**config.mk**
```make
export PLATFORM = sky130hd
export DESIGN_NAME = bus_driver_ctrl
export DESIGN_NICKNAME = d
export VERILOG_FILES = /design/src/rtl/bus_pkg.sv /design/src/rtl/sync_fifo.sv /design/src/rtl/bus_driver_ctrl.sv
export SDC_FILE = /design/constraint.sdc
export NUM_CORES = 1
export LEC_CHECK = 0
export ABC_AREA = 1
export BUFFER_PORTS_ARGS = -buffer_cell sky130_fd_sc_hd__buf_2
export CAP_MARGIN = 25
export CORE_MARGIN = 1
export CORE_UTILIZATION = 23
export CTS_BUF_LIST = sky130_fd_sc_hd__clkbuf_4 sky130_fd_sc_hd__clkbuf_8 sky130_fd_sc_hd__clkbuf_16
export DETAILED_ROUTE_END_ITERATION = 16
export PLACE_DENSITY = 0.46
export SETUP_SLACK_MARGIN = 0.05
export SYNTH_ARGS = -nofsm -noshare
export SYNTH_HDL_FRONTEND = slang
export SYNTH_SLANG_ARGS = --single-unit
```
**constraint.sdc**
```tcl
create_clock -name clk -period 2.3 [get_ports clk]
set_clock_uncertainty 0.05 [all_clocks]
set_input_delay 0.575 -clock clk [delete_from_list [all_inputs] [get_ports clk]]
set_output_delay 0.575 -clock clk [all_outputs]
set_load 0.02 [all_outputs]
```
**src/rtl/bus_pkg.sv**
```systemverilog
// Shared defaults and FSM state encoding for the bus driver controller.
// Latency: n/a (declarations only).
// Backpressure: n/a.
package bus_pkg;

    localparam int DEF_WIDTH     = 8;
    localparam int DEF_DEPTH     = 4;
    localparam int DEF_MAX_BURST = 4;

    typedef enum logic [1:0] {
        IDLE  = 2'd0,
        REQ   = 2'd1,
        DRIVE = 2'd2,
        TURN  = 2'd3
    } bus_state_e;

endpackage

```
**src/rtl/sync_fifo.sv**
```systemverilog
// Synchronous FIFO with fall-through head (dout) and second-entry peek (dout_nxt).
// Latency: a pushed word is visible on dout the cycle after the push.
// Backpressure: push while full is dropped unless a pop happens in the same cycle.
module sync_fifo
    import bus_pkg::*;
#(
    parameter int WIDTH = DEF_WIDTH,
    parameter int DEPTH = DEF_DEPTH
) (
    input  logic                     clk,
    input  logic                     rst_n,
    input  logic                     push,
    input  logic                     pop,
    input  logic [WIDTH-1:0]         din,
    output logic [WIDTH-1:0]         dout,
    output logic [WIDTH-1:0]         dout_nxt,
    output logic [$clog2(DEPTH):0]   count,
    output logic                     full,
    output logic                     empty
);

    localparam int AW = $clog2(DEPTH);
    localparam int CW = AW + 1;

    logic [WIDTH-1:0] mem_q [DEPTH];
    logic [AW-1:0]    wr_ptr_q;
    logic [AW-1:0]    rd_ptr_q;
    logic [AW-1:0]    rd_ptr_nxt;
    logic [CW-1:0]    count_q;
    logic             push_acc;
    logic             pop_acc;

    assign full       = (count_q == CW'(DEPTH));
    assign empty      = (count_q == '0);
    assign count      = count_q;
    // A pop frees the slot the push lands in, so a full FIFO still accepts it.
    assign push_acc   = push && (!full || pop);
    assign pop_acc    = pop && !empty;
    assign rd_ptr_nxt = rd_ptr_q + AW'(1);
    assign dout       = mem_q[rd_ptr_q];
    assign dout_nxt   = mem_q[rd_ptr_nxt];

    always_ff @(posedge clk or negedge rst_n) begin
        if (!rst_n) begin
            wr_ptr_q <= '0;
            rd_ptr_q <= '0;
            count_q  <= '0;
        end else begin
            if (push_acc) wr_ptr_q <= wr_ptr_q + AW'(1);
            if (pop_acc)  rd_ptr_q <= rd_ptr_nxt;
            case ({push_acc, pop_acc})
                2'b10:   count_q <= count_q + CW'(1);
                2'b01:   count_q <= count_q - CW'(1);
                default: count_q <= count_q;
            endcase
        end
    end

    always_ff @(posedge clk) begin
        if (push_acc) mem_q[wr_ptr_q] <= din;
    end

endmodule

```
**src/rtl/bus_driver_ctrl.sv**
```systemverilog
// Buffers words and drives them onto a shared bus via a tri-state enable, in bursts of up to MAX_BURST.
// Latency: word written into an empty FIFO in IDLE reaches bus_data with s=1 three cycles later (immediate gnt).
// Backpressure: full flags a full FIFO; writes while full are dropped unless the bus pops that cycle.
module bus_driver_ctrl
    import bus_pkg::*;
#(
    parameter int WIDTH     = DEF_WIDTH,
    parameter int DEPTH     = DEF_DEPTH,
    parameter int MAX_BURST = DEF_MAX_BURST
) (
    input  logic                   clk,
    input  logic                   rst_n,
    input  logic                   wr_en,
    input  logic [WIDTH-1:0]       wr_data,
    output logic                   full,
    output logic                   empty,
    output logic [$clog2(DEPTH):0] count,
    output logic                   req,
    input  logic                   gnt,
    output logic                   s,
    output logic [WIDTH-1:0]       bus_data
);

    localparam int CW = $clog2(DEPTH) + 1;
    localparam int BW = $clog2(MAX_BURST + 1);

    bus_state_e       state_q, state_d;
    logic [BW-1:0]    burst_q, burst_d;
    logic             s_q, s_d;
    logic             req_q, req_d;
    logic [WIDTH-1:0] bus_data_q, bus_data_d;
    logic             pop;
    logic [WIDTH-1:0] fifo_dout;
    logic [WIDTH-1:0] fifo_dout_nxt;
    logic             last_burst;

    sync_fifo #(
        .WIDTH (WIDTH),
        .DEPTH (DEPTH)
    ) u_fifo (
        .clk      (clk),
        .rst_n    (rst_n),
        .push     (wr_en),
        .pop      (pop),
        .din      (wr_data),
        .dout     (fifo_dout),
        .dout_nxt (fifo_dout_nxt),
        .count    (count),
        .full     (full),
        .empty    (empty)
    );

    assign last_burst = (burst_q == BW'(MAX_BURST - 1));

    always_comb begin
        state_d = state_q;
        burst_d = '0;
        pop     = 1'b0;
        case (state_q)
            IDLE:  if (count != '0) state_d = REQ;
            REQ:   if (gnt) state_d = DRIVE;
            DRIVE: begin
                // The word on the bus this cycle is the FIFO head; it leaves at the next edge.
                pop     = 1'b1;
                burst_d = burst_q + BW'(1);
                if (last_burst || (count == CW'(1) && !wr_en)) state_d = TURN;
            end
            TURN:  state_d = IDLE;
            default: state_d = IDLE;
        endcase
    end

    // Outputs are registered from the next state, so bus_data must carry the head as it will be after this edge.
    always_comb begin
        s_d        = (state_d == DRIVE);
        req_d      = (state_d == REQ) || (state_d == DRIVE);
        bus_data_d = bus_data_q;
        if (state_d == DRIVE) begin
            if (state_q != DRIVE)       bus_data_d = fifo_dout;
            else if (count > CW'(1))    bus_data_d = fifo_dout_nxt;
            else                        bus_data_d = wr_data;
        end
    end

    always_ff @(posedge clk or negedge rst_n) begin
        if (!rst_n) begin
            state_q    <= IDLE;
            burst_q    <= '0;
            s_q        <= 1'b0;
            req_q      <= 1'b0;
            bus_data_q <= '0;
        end else begin
            state_q    <= state_d;
            burst_q    <= burst_d;
            s_q        <= s_d;
            req_q      <= req_d;
            bus_data_q <= bus_data_d;
        end
    end

    assign s        = s_q;
    assign req      = req_q;
    assign bus_data = bus_data_q;

endmodule

```
# Word-level counts from Yosys, hierarchy flattened
# Memory sizes are Yosys's and may differ from the RTL's.
# Index checks and enable logic that the tools add are counted.
# totals
output_inout_bits	15
inputBits	12
elab_cells	50
ram_bits	32
n_memories	1
register_bits	22
# classes
addsub	5
reduce_logical	13
muxes	11
n_lt_le_gt_ge	1
eq_ne	11
# mem_list
name	words	width	rd	rd_ports_with_merged_regs	write_ports	line_no	text
u_fifo.mem_q	4	8	2	0	1	sync_fifo.sv:25	logic [WIDTH-1:0] mem_q [DEPTH];
# op_table
cell	n
8-bit 2-to-1 mux	2
2-bit == test, second input constant	4
2-bit case mux with 4 select lines	1
3-bit by 1-bit adder with 3-bit output, second input constant	2
2-bit by 1-bit == test with 1-bit output, second input constant	3
2-bit 2-to-1 mux	3
3-bit case mux with 2 select lines	1
2-bit by 1-bit adder with 2-bit output, second input constant	2
3-bit by 1-bit == test with 1-bit output, second input constant	1
3-bit by 2-bit == test with 1-bit output, second input constant	1
3-bit == test, second input constant	1
3-bit by 1-bit greater-than comparator with 1-bit output, second input constant	1
1-bit logical AND	3
1-bit zero test	3
3-bit zero test	1
1-bit logical OR	3
1-bit 2-to-1 mux	3
3-bit 2-to-1 mux	1
3-bit nonzero test	1
3-bit by 1-bit subtractor with 3-bit output, second input constant	1
2-bit zero test	1
2-bit != test, second input constant	1
2-bit nonzero test	1

# Depth between registers and ports, before layout
# Gate-level depths: netlist of run 1.
# logic_depth
ltp_word	7
mapped_depth	13
depth_no_buf	11

# By module
# From an unflattened synthesis of run 1, not the netlist that was laid out.
# unflattened
hier_cells	321
hier_area_um2	2846.5
# by_module_without_submodules
module	area_per_inst_um2	instances	cells_per_inst	seq_area_each_um2
sync_fifo	2003.2	1	208	1136.1
bus_driver_ctrl	843.3	1	113	375.4

# Worst setup path before layout of run 1
# Ideal clock, no wire load.
# synth_timing
kind	register to register
start	reg u_fifo.count_q[1], in the netlist u_fifo.count[1]
end	reg bus_data_q[7], in the netlist bus_data[7]
setup_ps	120
required_time_ps	2130
n_path_buf	2
period_less_slack_ps	2143
t_arrival_ps	1973
setup_slack_ps	157
stages_incl_launch_ff	14
cell_sequence	dfrtp_1 > inv_1 > ha_1 > nand2_1 > nor2_1 > o21ai_0 > nand2_1 > inv_1 > ha_1 > clkbuf_1 > clkbuf_1 > nand2_1 > inv_1 > a21oi_2
# synth_via
elab_chain_len	6
elab_cells_between_ends	11
classes_between	order compare (1); eq/ne (2); mux (5); reduce/logical (3)
# synth_rtl
item	line_no	text
start: declaration	sync_fifo.sv:29	logic [CW-1:0] count_q;
start signal: assignment	sync_fifo.sv:52	2'b10: count_q <= count_q + CW'(1);
start signal: assignment	sync_fifo.sv:53	2'b01: count_q <= count_q - CW'(1);
start signal: assignment	sync_fifo.sv:54	default: count_q <= count_q;
3-bit by 1-bit == test with 1-bit output	bus_driver_ctrl.sv:66	if (last_burst || (count == CW'(1) && !wr_en)) state_d = TURN;
1-bit logical AND	bus_driver_ctrl.sv:66	
1-bit logical OR	bus_driver_ctrl.sv:66	
2-bit 2-to-1 mux	bus_driver_ctrl.sv:66	
2-bit case mux with 4 select lines (*)	bus_driver_ctrl.sv:59	case (state_q)
named net state_d[0]	bus_driver_ctrl.sv:27	bus_state_e state_q, state_d;
2-bit == test (*)	bus_driver_ctrl.sv:78	if (state_d == DRIVE) begin
end signal: assignment	bus_driver_ctrl.sv:97	bus_data_q <= bus_data_d;
end: declaration	bus_driver_ctrl.sv:31	logic [WIDTH-1:0] bus_data_q, bus_data_d;
# Mark *: on every way through the listed nets, which the timed path passes. The rest lies on a longest branch.
# A chain may end at the register's enable or synchronous reset.

# Final worst setup path of run 1
# layout_timing
start	reg u_fifo.count_q[0], in the netlist u_fifo.count[0]
end	out empty
# layout_via
elab_chain_len	1
# layout_rtl
item	line_no	text
3-bit zero test	sync_fifo.sv:34	assign empty = (count_q == '0);
end: declaration	bus_driver_ctrl.sv:16	output logic empty,
# No other way between the ends.

==> metrics.md, run 1 <==
| Metric | Value |
|---|---|
| Status | completed |
| Detailed-route wire length per cell | ~12 µm |
| Synth Net Count | approximately 350 |
| Initial antenna violation count | 0 |
| DRC Markers | 0 |
| IO buf count | 26 |
| Vias/cell | 4.01 |
| Worst-path maximum fanout | 6 |
| Data required time of the critical path | 1.67 ns |
| Slew Limit Fails | 0 |
| Post-synth top area share | 33.6% |
| Clock Tree Root | clkbuf_16 |
| Fin crit share | 87.7% |
| CTS H-tree lvls | 2 |
| Die Ht | 113 µm |
| Post-route ant nets | 0 |
| Worst Hold Class | input pin to async pin |
| Die width | roughly 110 µm |
| Layout cells sized above 1 | roughly 17% |
| Final hold vios | 0 |
| Leakage | 1.58 nW |
| Nets | 379 |
| Maximum VDD drop | 0.429 mV |
| Row cnt | 40 |
| # placed instances | approximately 500 |
| RSZ-0062 raised after global routing | no |
| R2R Setup Slk | 0.28 ns |
| Clk_lat worst skew | a little under 0.3 ns |
| Area leader, netlist | edfxtp_1 |
| Total global routing overflow | 0 |
| Area growth syn-to-layout | 16.9% |
| Initial Util | between 20% and 30% |
| IO Pins | 27 |
| Worst r2r src | u_fifo.count[0] |
| YS warnings | 0 |
| Critical path launch point type | flop |
| Cell count after synthesis | between 300 and 400 |
| CTS sink cnt | 54 |
| Final Hold Slack | about 0.21 ns |
| TNS Setup | 0 ns |
| Design Power | about 4.8 mW |
| CP Capture Type | output port |
| Synth unique cells | 22 |
| DP Area | 3170 µm² |
| Synthesized flop and latch total | 54 |
| N_diodes | 0 |
| FF-to-FF End | u_fifo.count[2] |
| Worst relative slew slack | 65.1% |
| Total wire length | approximately 6400 µm |
| Register area share after synthesis | a little over half |
| CTS tree | built |
| Crit Path Class | flop to output port |
| Largest net degree at the start of global routing | 34 |
| Synth area leaders | edfxtp_1 34%, dfrtp_1 19%, nand2_1 16% |
| Drt first-iter violations | 68 |
| Final setup fails | 0 |
| DP HPWL | between 4000 and 5000 µm |
| Post-Syn Area | 2860 µm² |
| Num CTS Buffers | 5 |
| Routed via count | approximately 2100 |
| Final instance area | 3340 µm² |
| Core area | 12100 µm² |
| Worst path arrival time | 1.39 ns |
| Post-CTS Setup Inserts | 0 |
| First-pass GRT wire length | 10500 µm |
| Min cycle time layout | 2.02 ns |
| Vias in the first global route | 2054 |
| Routability cong. | 0.788 |
| Worst-Margin Slew | 0.523 ns |
| Max-cap check violation count | 0 |
| Clk pin slew, worst setup/hold paths | about 0.070 ns |
| Drt first pass iters | 4 |
| CTS Hold Bufs | 0 |
| Max Fclk | roughly 500 MHz |
| Max Root-Sink Buffers | 2 |
| Cell Pwr Density | 1450 nW/µm² |
| Worst Reg2Reg Path Length in Cells | 9 |
| Syn Area/Cell | about 9 µm² |
| Non-filler instance count after layout | approximately 520 |
| Tot GR Track Use | a little over a tenth |
| Die area | between 10000 and 15000 µm² |
cell families after synthesis:
| kind of cell | Yosys count | synth area share, % |
|---|---|---|
| flops | 54 | 52.9 |
| fa+ha+maj | 13 | 5.69 |
| compound gates | 25 | 5.82 |
| simple gates | 177 | 25.4 |
| xor+xnor | 5 | 1.53 |
| buf+inv | 50 | 8.71 |
what timing repair did:
item	4_1_cts	5_1_grt
endpoints found under the setup margin	0	8
endpoints found under the hold margin	0	0
gates resized for setup	0	1
cells in the mapped netlist (all sizes together):
| cell | n |
|---|---|
| nand2 | 123 |
| inv | 38 |
| edfxtp | 32 |
| nand3 | 32 |
| dfrtp | 22 |
| nor2 | 22 |
| a21oi | 20 |
| ha | 13 |
| buf | 9 |
| o21ai | 5 |
| clkbuf | 3 |
| xor2 | 3 |
| xnor2 | 2 |
final cells by class:
type	count	area (µm²)
Timing Repair Buffer	35	198
Clock buffer	6	133
Sequential cell	54	1510
Multi-Input combinational cell	220	1100
Clock inverter	2	37.5
Tap cell	168	210
Fill cell	1281	8720
Inverter	38	150
critical path, stage by stage (launching register included):
cell     delay [ns]
dfrtp_1        0.45
inv_1          0.11
ha_1           0.17
nand2_1        0.08
inv_1          0.12
buf_2          0.18
how the worst max path moves through the flow:
stage	slack, ns	start	to
global placement	0.23	u_fifo.count[0]	bus_data[1]
floorplan	0.16	u_fifo.count[1]	bus_data[7]
CTS	0.16	u_fifo.count[0]	bus_data[0]
detailed placement	0.19	u_fifo.count[0]	bus_data[0]
finish	0.28	u_fifo.count[0]	empty
global route	0.09	u_fifo.count[0]	u_fifo.count[2]
power by group:
| group | switching, mW | internal [mW] | total (mW) | leakage, nW |
|---|---|---|---|---|
| sequential | 0.185 | 1.35 | 1.54 | 0.552 |
| clock | 0.334 | 0.526 | 0.861 | 0.0805 |
| combinational | 1.62 | 0.826 | 2.44 | 0.947 |
| total | 2.13 | 2.70 | 4.84 | 1.58 |
layout by cell type (no fill, tap or decap), types with 4 or more instances in the layout:
cell       synthesis  final
nand2_1          120    120
inv_1             36     36
nand3_1           32     32
edfxtp_1          32     32
buf_2              1     26
dfrtp_1           22     22
nor2_1            21     21
a21oi_1           12     12
ha_1              13     12
buf_4              2      9
a21oi_2            8      8
clkbuf_16          0      5
o21ai_0            4      4
per-stage QoR:
stage / setup WS [ns] / util (%)
final: 0.283 / 27.7
after global routing: 0.0946 / 27.7
after CTS: 0.163 / 27.7
after detailed placement: 0.187 / 26.3
after global placement: 0.229 / 26.3
after floorplan: 0.157 / -
sequential cells by signal, summed over array words and instances (netlist names):
| name | flops |
|---|---|
| req | 1 |
| u_fifo.mem_q | 32 |
| s | 1 |
| u_fifo.count | 3 |
| state_q | 2 |
| u_fifo.wr_ptr_q | 2 |
| bus_data | 8 |
| u_fifo.rd_ptr_q | 2 |
| burst_q | 3 |
routing by layer:
metal	vias to the layer above	wire (µm)	global-route usage (%)	share of wire, %
met3	7	233	1.59	3.6
met5	-	0	0	0
met1	963	2970	12.9	46
met2	40	3130	18.8	49
li1	1088	-	-	-
met4	0	89	4.39	1.4
No activity file was read; power rests on OpenSTA's default activity.
==> run 2, diff against run 1 <==
Settings changed: PLACE_DENSITY 0.46 to not set.
==> run 2 against run 1 <==
Net effect:
- critical endpoint is now full
- sequential share of layout area rose by 0.10 points
- sequential power hardly changed
- core utilization shrank 0.062 points
- highest routed layer unchanged
- routed wire length down 4.7%
- design area decreased by 0.22%
- critical path depth unchanged
- worst setup slack better by 0.013 ns
==> metrics.md, run 2 (synthesis results as in run 1) <==
| Metric | Value |
|---|---|
| Row cnt | 40 |
| Final hold vios | 0 |
| Min cycle time layout | 2.00 ns |
| Die area | 12900 µm² |
| Fin crit share | 87.1% |
| Top reg by flops | u_fifo.mem_q |
| Slew Limit Fails | 0 |
| Worst Reg2Reg Path Length in Cells | 9 |
| Maximum VDD drop | 0.414 mV |
| Total global routing overflow | 0 |
| N_diodes | 0 |
| CTS H-tree lvls | 2 |
| Drt first pass iters | 4 |
| R2R Setup Slk | around 0.30 ns |
| DP HPWL | between 4000 and 5000 µm |
| Nets | roughly 380 |
| RSZ-0062 raised after global routing | no |
| Max Fclk | 499 MHz |
| Worst relative slew slack | about two thirds |
| CTS sink cnt | 54 |
| Area growth syn-to-layout | 16.6% |
| Clk_lat worst skew | 0.28 ns |
| Die Ht | 113 µm |
| Crit path top cell by count | inv_1 |
| Worst Hold Class | input pin to async pin |
| CTS Hold Bufs | 0 |
| Max Root-Sink Buffers | 2 |
| Filler Cell Count | 1268 |
| Number of flip-flops under the largest register name | 32 |
| First-pass GRT wire length | 10300 µm |
| Die width | 113 µm |
| Slowest stage delay, CP | 0.44 ns |
| Initial Util | 23.7% |
| CP max stage cell | dfrtp_1 |
| CTS tree | built |
| Routability cong. | 0.735 |
| Worst r2r src | u_fifo.count[0] |
| Vias/cell | just over 4 |
| Tot GR Track Use | a little over 10% |
| Worst-path maximum fanout | 6 |
| DRC Markers | 0 |
| Core area | 12100 µm² |
| Clk pin slew, worst setup/hold paths | 0.07 ns |
| Clock Tree Root | clkbuf_16 |
| Detailed-route wire length per cell | about 12 µm |
| Leakage | 1.58 nW |
| Non-filler instance count after layout | 522 |
| Final Worst Setup Slack | between 0.2 and 0.3 ns |
| Worst-Margin Slew | ~0.52 ns |
| Num CTS Buffers | 5 |
| Final setup fails | 0 |
| # placed instances | around 510 |
| CP Cell Sequence | inv_1 -> ha_1 -> nand2_1 -> inv_1 -> buf_2 |
| Routed via count | between 2000 and 2500 |
| Post-route ant nets | 0 |
| IO buf count | 26 |
| Max-cap check violation count | 0 |
| Status | completed |
| Worst path arrival time | 1.38 ns |
| Initial antenna violation count | 0 |
| Largest net degree at the start of global routing | 34 |
| Crit Path Class | flop to output port |
| FF-to-FF End | u_fifo.count[2] |
| TNS Setup | 0 ns |
| Commonest non-fill, non-tap cell in the layout | nand2_1 |
| Drt first-iter violations | 76 |
| Critical path launch point type | flop |
| Most frequent cells in the layout | 120 x nand2_1, 36 x inv_1, 32 x nand3_1, 32 x edfxtp_1, 26 x buf_2 |
| IO Pins | 27 |
| Final Hold Slack | ~0.21 ns |
| Layout cells sized above 1 | approximately 16% |
| Vias in the first global route | 2071 |
| Total wire length | 6130 µm |
| Data required time of the critical path | around 1.7 ns |
| Worst slack, placed | 0.181 ns |
| Cell Pwr Density | 1440 nW/µm² |
| CP Capture Type | output port |
==> run 2: cell types whose count changed in the layout (fill, tap and decap cells not counted) <==
| cell | delta |
|---|---|
| clkinvlp_4 | -1 |
| buf_4 | -1 |
| clkbuf_4 | +1 |
==> run 2: worst max-delay path by stage <==
stage / from / end / slack (ns) / cells after the start
after global routing: u_fifo.count[0] / u_fifo.count[2] / 0.05 / 9
final: u_fifo.count[0] / full / 0.30 / 5
after floorplan: u_fifo.count[1] / bus_data[7] / 0.16 / 13
after CTS: u_fifo.count[0] / bus_data[3] / 0.16 / 10
after detailed placement: u_fifo.count[0] / bus_data[3] / 0.18 / 10
after global placement: u_fifo.count[0] / bus_data[1] / 0.26 / 10
==> run 2: metal layers <==
metal | global-route usage (%) | vias up | part of all wire [%]
met5 | 0 | - | 0
met4 | 3.95 | 0 | 1.8
met3 | 2.23 | 9 | 4.3
met2 | 18.3 | 42 | 51
met1 | 12.1 | 978 | 43
li1 | - | 1077 | -
==> run 2: layout make-up <==
class | count | area [µm²] | area share, %
Sequential cell | 54 | 1510 | 45.4
Multi-Input combinational cell | 220 | 1100 | 33.0
Timing Repair Buffer | 34 | 190 | 5.71
Clock buffer | 7 | 140 | 4.21
Clock inverter | 1 | 30.0 | 0.901
Inverter | 38 | 150 | 4.51
Tap cell | 168 | 210 | 6.31
==> run 2: critical path, delay by kind of cell (launching register included) <==
| kind | cells | cell delay (ns) |
|---|---|---|
| flip-flops | 1 | 0.44 |
| buffers and inverters | 3 | 0.30 |
| adder cells (fa/ha/maj) | 1 | 0.22 |
| AND/OR/NAND/NOR | 1 | 0.13 |
==> run 2: report_power, final <==
part           internal, mW  switching (mW)  total [mW]
Clock                 0.538           0.313       0.852
Sequential             1.35           0.192        1.54
Combinational         0.817            1.60        2.42
==> run 2: what timing repair did <==
action,CTS,global route
hold endpoints to repair,0,0
gates resized for setup,0,1
buffers inserted,0,0
endpoints found under the setup margin,0,8
==> run 2: through the flow <==
stage	total power [mW]	cell area (µm²)	util, %
3_3_place_gp	3.93	3160	26.2
6_report	4.81	3330	27.6
5_1_grt	5.26	3330	27.6
4_1_cts	4.86	3330	27.6
2_1_floorplan	3.42	2860	-
3_5_place_dp	4.00	3160	26.2
==> run 3, diff against run 2 <==
==> constraint.sdc (replaced) <==
create_clock -name clk -period 2.3 [get_ports clk]
set_clock_uncertainty 0.05 [all_clocks]
set_input_delay 0.115 -clock clk [delete_from_list [all_inputs] [get_ports clk]]
set_output_delay 0.115 -clock clk [all_outputs]
set_load 0.02 [all_outputs]
==> run 3 against run 2 <==
Net effect:
- flip-flop and latch count stayed put
- global-route usage rose by 0.14 points
- combinational power grew 2%
- sequential power barely moved
- sequential share of layout area down 0.34 points
- fmax up 0.48%
- core utilization up 0.21 points
- critical path depth increased by 4
- register-to-register slack hardly changed
- largest power group unchanged
- highest routed layer unchanged
==> metrics.md, run 3 (synthesis results as in run 1) <==
| Metric | Value |
|---|---|
| Worst-path maximum fanout | 8 |
| Post-CTS Setup Inserts | 0 |
| Detailed-route wire length per cell | 12.0 µm |
| N_diodes | 0 |
| CTS H-tree lvls | 2 |
| Initial Util | 23.7% |
| Data required time of the critical path | 2.42 ns |
| Num CTS Buffers | 5 |
| Tot GR Track Use | 10.5% |
| Max-cap check violation count | 0 |
| Post-route ant nets | 0 |
| Die Ht | 113 µm |
| Clk pin slew, worst setup/hold paths | 0.07 ns |
| Worst path arrival time | between 2 and 2.5 ns |
| Filler Cell Count | 1267 |
| Initial antenna violation count | 0 |
| Drt first-iter violations | ~120 |
| Routed via count | about 2200 |
| CTS sink cnt | 54 |
| Vias in the first global route | 2275 |
| Slew Limit Fails | 0 |
| Clock Tree Root | clkbuf_16 |
| CP Capture Type | flop |
| Core area | between 10000 and 15000 µm² |
| Min cycle time layout | 1.99 ns |
| TNS Setup | 0 ns |
| Vias/cell | around 4.2 |
| Maximum VDD drop | 0.354 mV |
| Post-CTS sizing | 0 |
| Leakage | between 1.5 and 2 nW |
| Max Root-Sink Buffers | 2 |
| Top reg by flops | u_fifo.mem_q |
| Final setup fails | 0 |
| CTS tree | built |
| Nets | 382 |
| Die width | about 110 µm |
| Cell Pwr Density | approximately 1400 nW/µm² |
| Total wire length | 6320 µm |
| Total global routing overflow | 0 |
| RSZ-0062 raised after global routing | no |
| Die area | 12900 µm² |
| Area growth syn-to-layout | 17.5% |
| Final Hold Slack | between 0.01 and 0.015 ns |
| DRC Markers | 0 |
| Max Fclk | 501 MHz |
| Post-Route Utilization | 27.8% |
| Fin crit share | between 80% and 90% |
| FF+latch area | around 1500 µm² |
| Number of flip-flops under the largest register name | 32 |
| Worst Hold Class | input pin to flop |
| Drt first pass iters | 4 |
| Worst-Margin Slew | 0.540 ns |
| Multi-input gate area | between 1000 and 1500 µm² |
| DP HPWL | 4480 µm |
| Crit Path Class | flop to flop |
| Worst relative slew slack | 64.0% |
| Most frequent cells in the layout | 120 x nand2_1, 36 x inv_1, 32 x nand3_1, 32 x edfxtp_1, 26 x buf_2 |
| First-pass GRT wire length | roughly 11000 µm |
| IO buf count | 26 |
| Row cnt | 40 |
| IO Pins | 27 |
| Routability cong. | 0.816 |
| Clk_lat worst skew | 0.28 ns |
| Critical path launch point type | flop |
| Status | completed |
| Largest net degree at the start of global routing | 34 |
| Final hold vios | 0 |
| Layout cells sized above 1 | 16.8% |
| Commonest non-fill, non-tap cell in the layout | nand2_1 |
-- run 3: critical path, cell delays in order, from the launching register on --
cell	delay, ns
dfrtp_1	0.45
inv_1	0.11
ha_1	0.18
nand2_1	0.11
o21ai_4	0.26
ha_1	0.32
nor2_1	0.12
o21ai_0	0.10
xor2_1	0.14
inv_1	0.05
-- run 3: layout make-up --
type | instances | area share [%]
inverters | 38 | 4.47
well taps | 168 | 6.26
clock buffers | 8 | 4.92
multi-input cells | 220 | 32.7
flip-flops and latches | 54 | 45.0
repair buffers | 38 | 6.63
-- run 3: per-layer routing --
layer  share of wire (%)  GRT usage [%]  wire [µm]  vias up
met1                  43           12.2       2730     1047
met5                   0              0          0        -
met4                 1.2           4.30         77        0
met2                  51           18.9       3250       45
li1                    -              -          -     1093
met3                 4.2           1.86        266        7
-- run 3: path summary, 6_finish.rpt --
path                       slack, ns       startpoint  depth (start not counted)                 end
hold reg to reg                 0.39       burst_q[0]                          1          burst_q[0]
min in group asynchronous       0.30            rst_n                          2                 req
hold / removal                  0.01       wr_data[2]                          1  u_fifo.mem_q[3][2]
setup reg to reg                0.31  u_fifo.count[0]                          9     u_fifo.count[2]
setup / recovery                0.31  u_fifo.count[0]                          9     u_fifo.count[2]
max in group asynchronous       1.54            rst_n                          2         bus_data[1]
-- run 3: what timing repair did --
action	4_1_cts	5_1_grt
setup endpoints to repair	0	0
hold buffers	1	0
endpoints found under the hold margin	22	0
-- run 3: through the flow --
stage | worst slack, ns | instance area (µm²) | instances | total power [mW]
after global routing | 0.155 | 3360 | 526 | 5.25
after global placement | 0.393 | 3180 | 517 | 3.95
final | 0.306 | 3360 | 526 | 4.82
after floorplan | 0.157 | 2860 | 324 | 3.42
after detailed placement | 0.316 | 3180 | 517 | 4.04
after CTS | 0.306 | 3360 | 526 | 4.87
-- run 3: power breakdown --
part,switching [mW],leakage (nW),internal (mW)
Combinational,1.61,0.962,0.851
Clock,0.315,0.0831,0.495
Sequential,0.202,0.552,1.35
Total,2.12,1.60,2.70
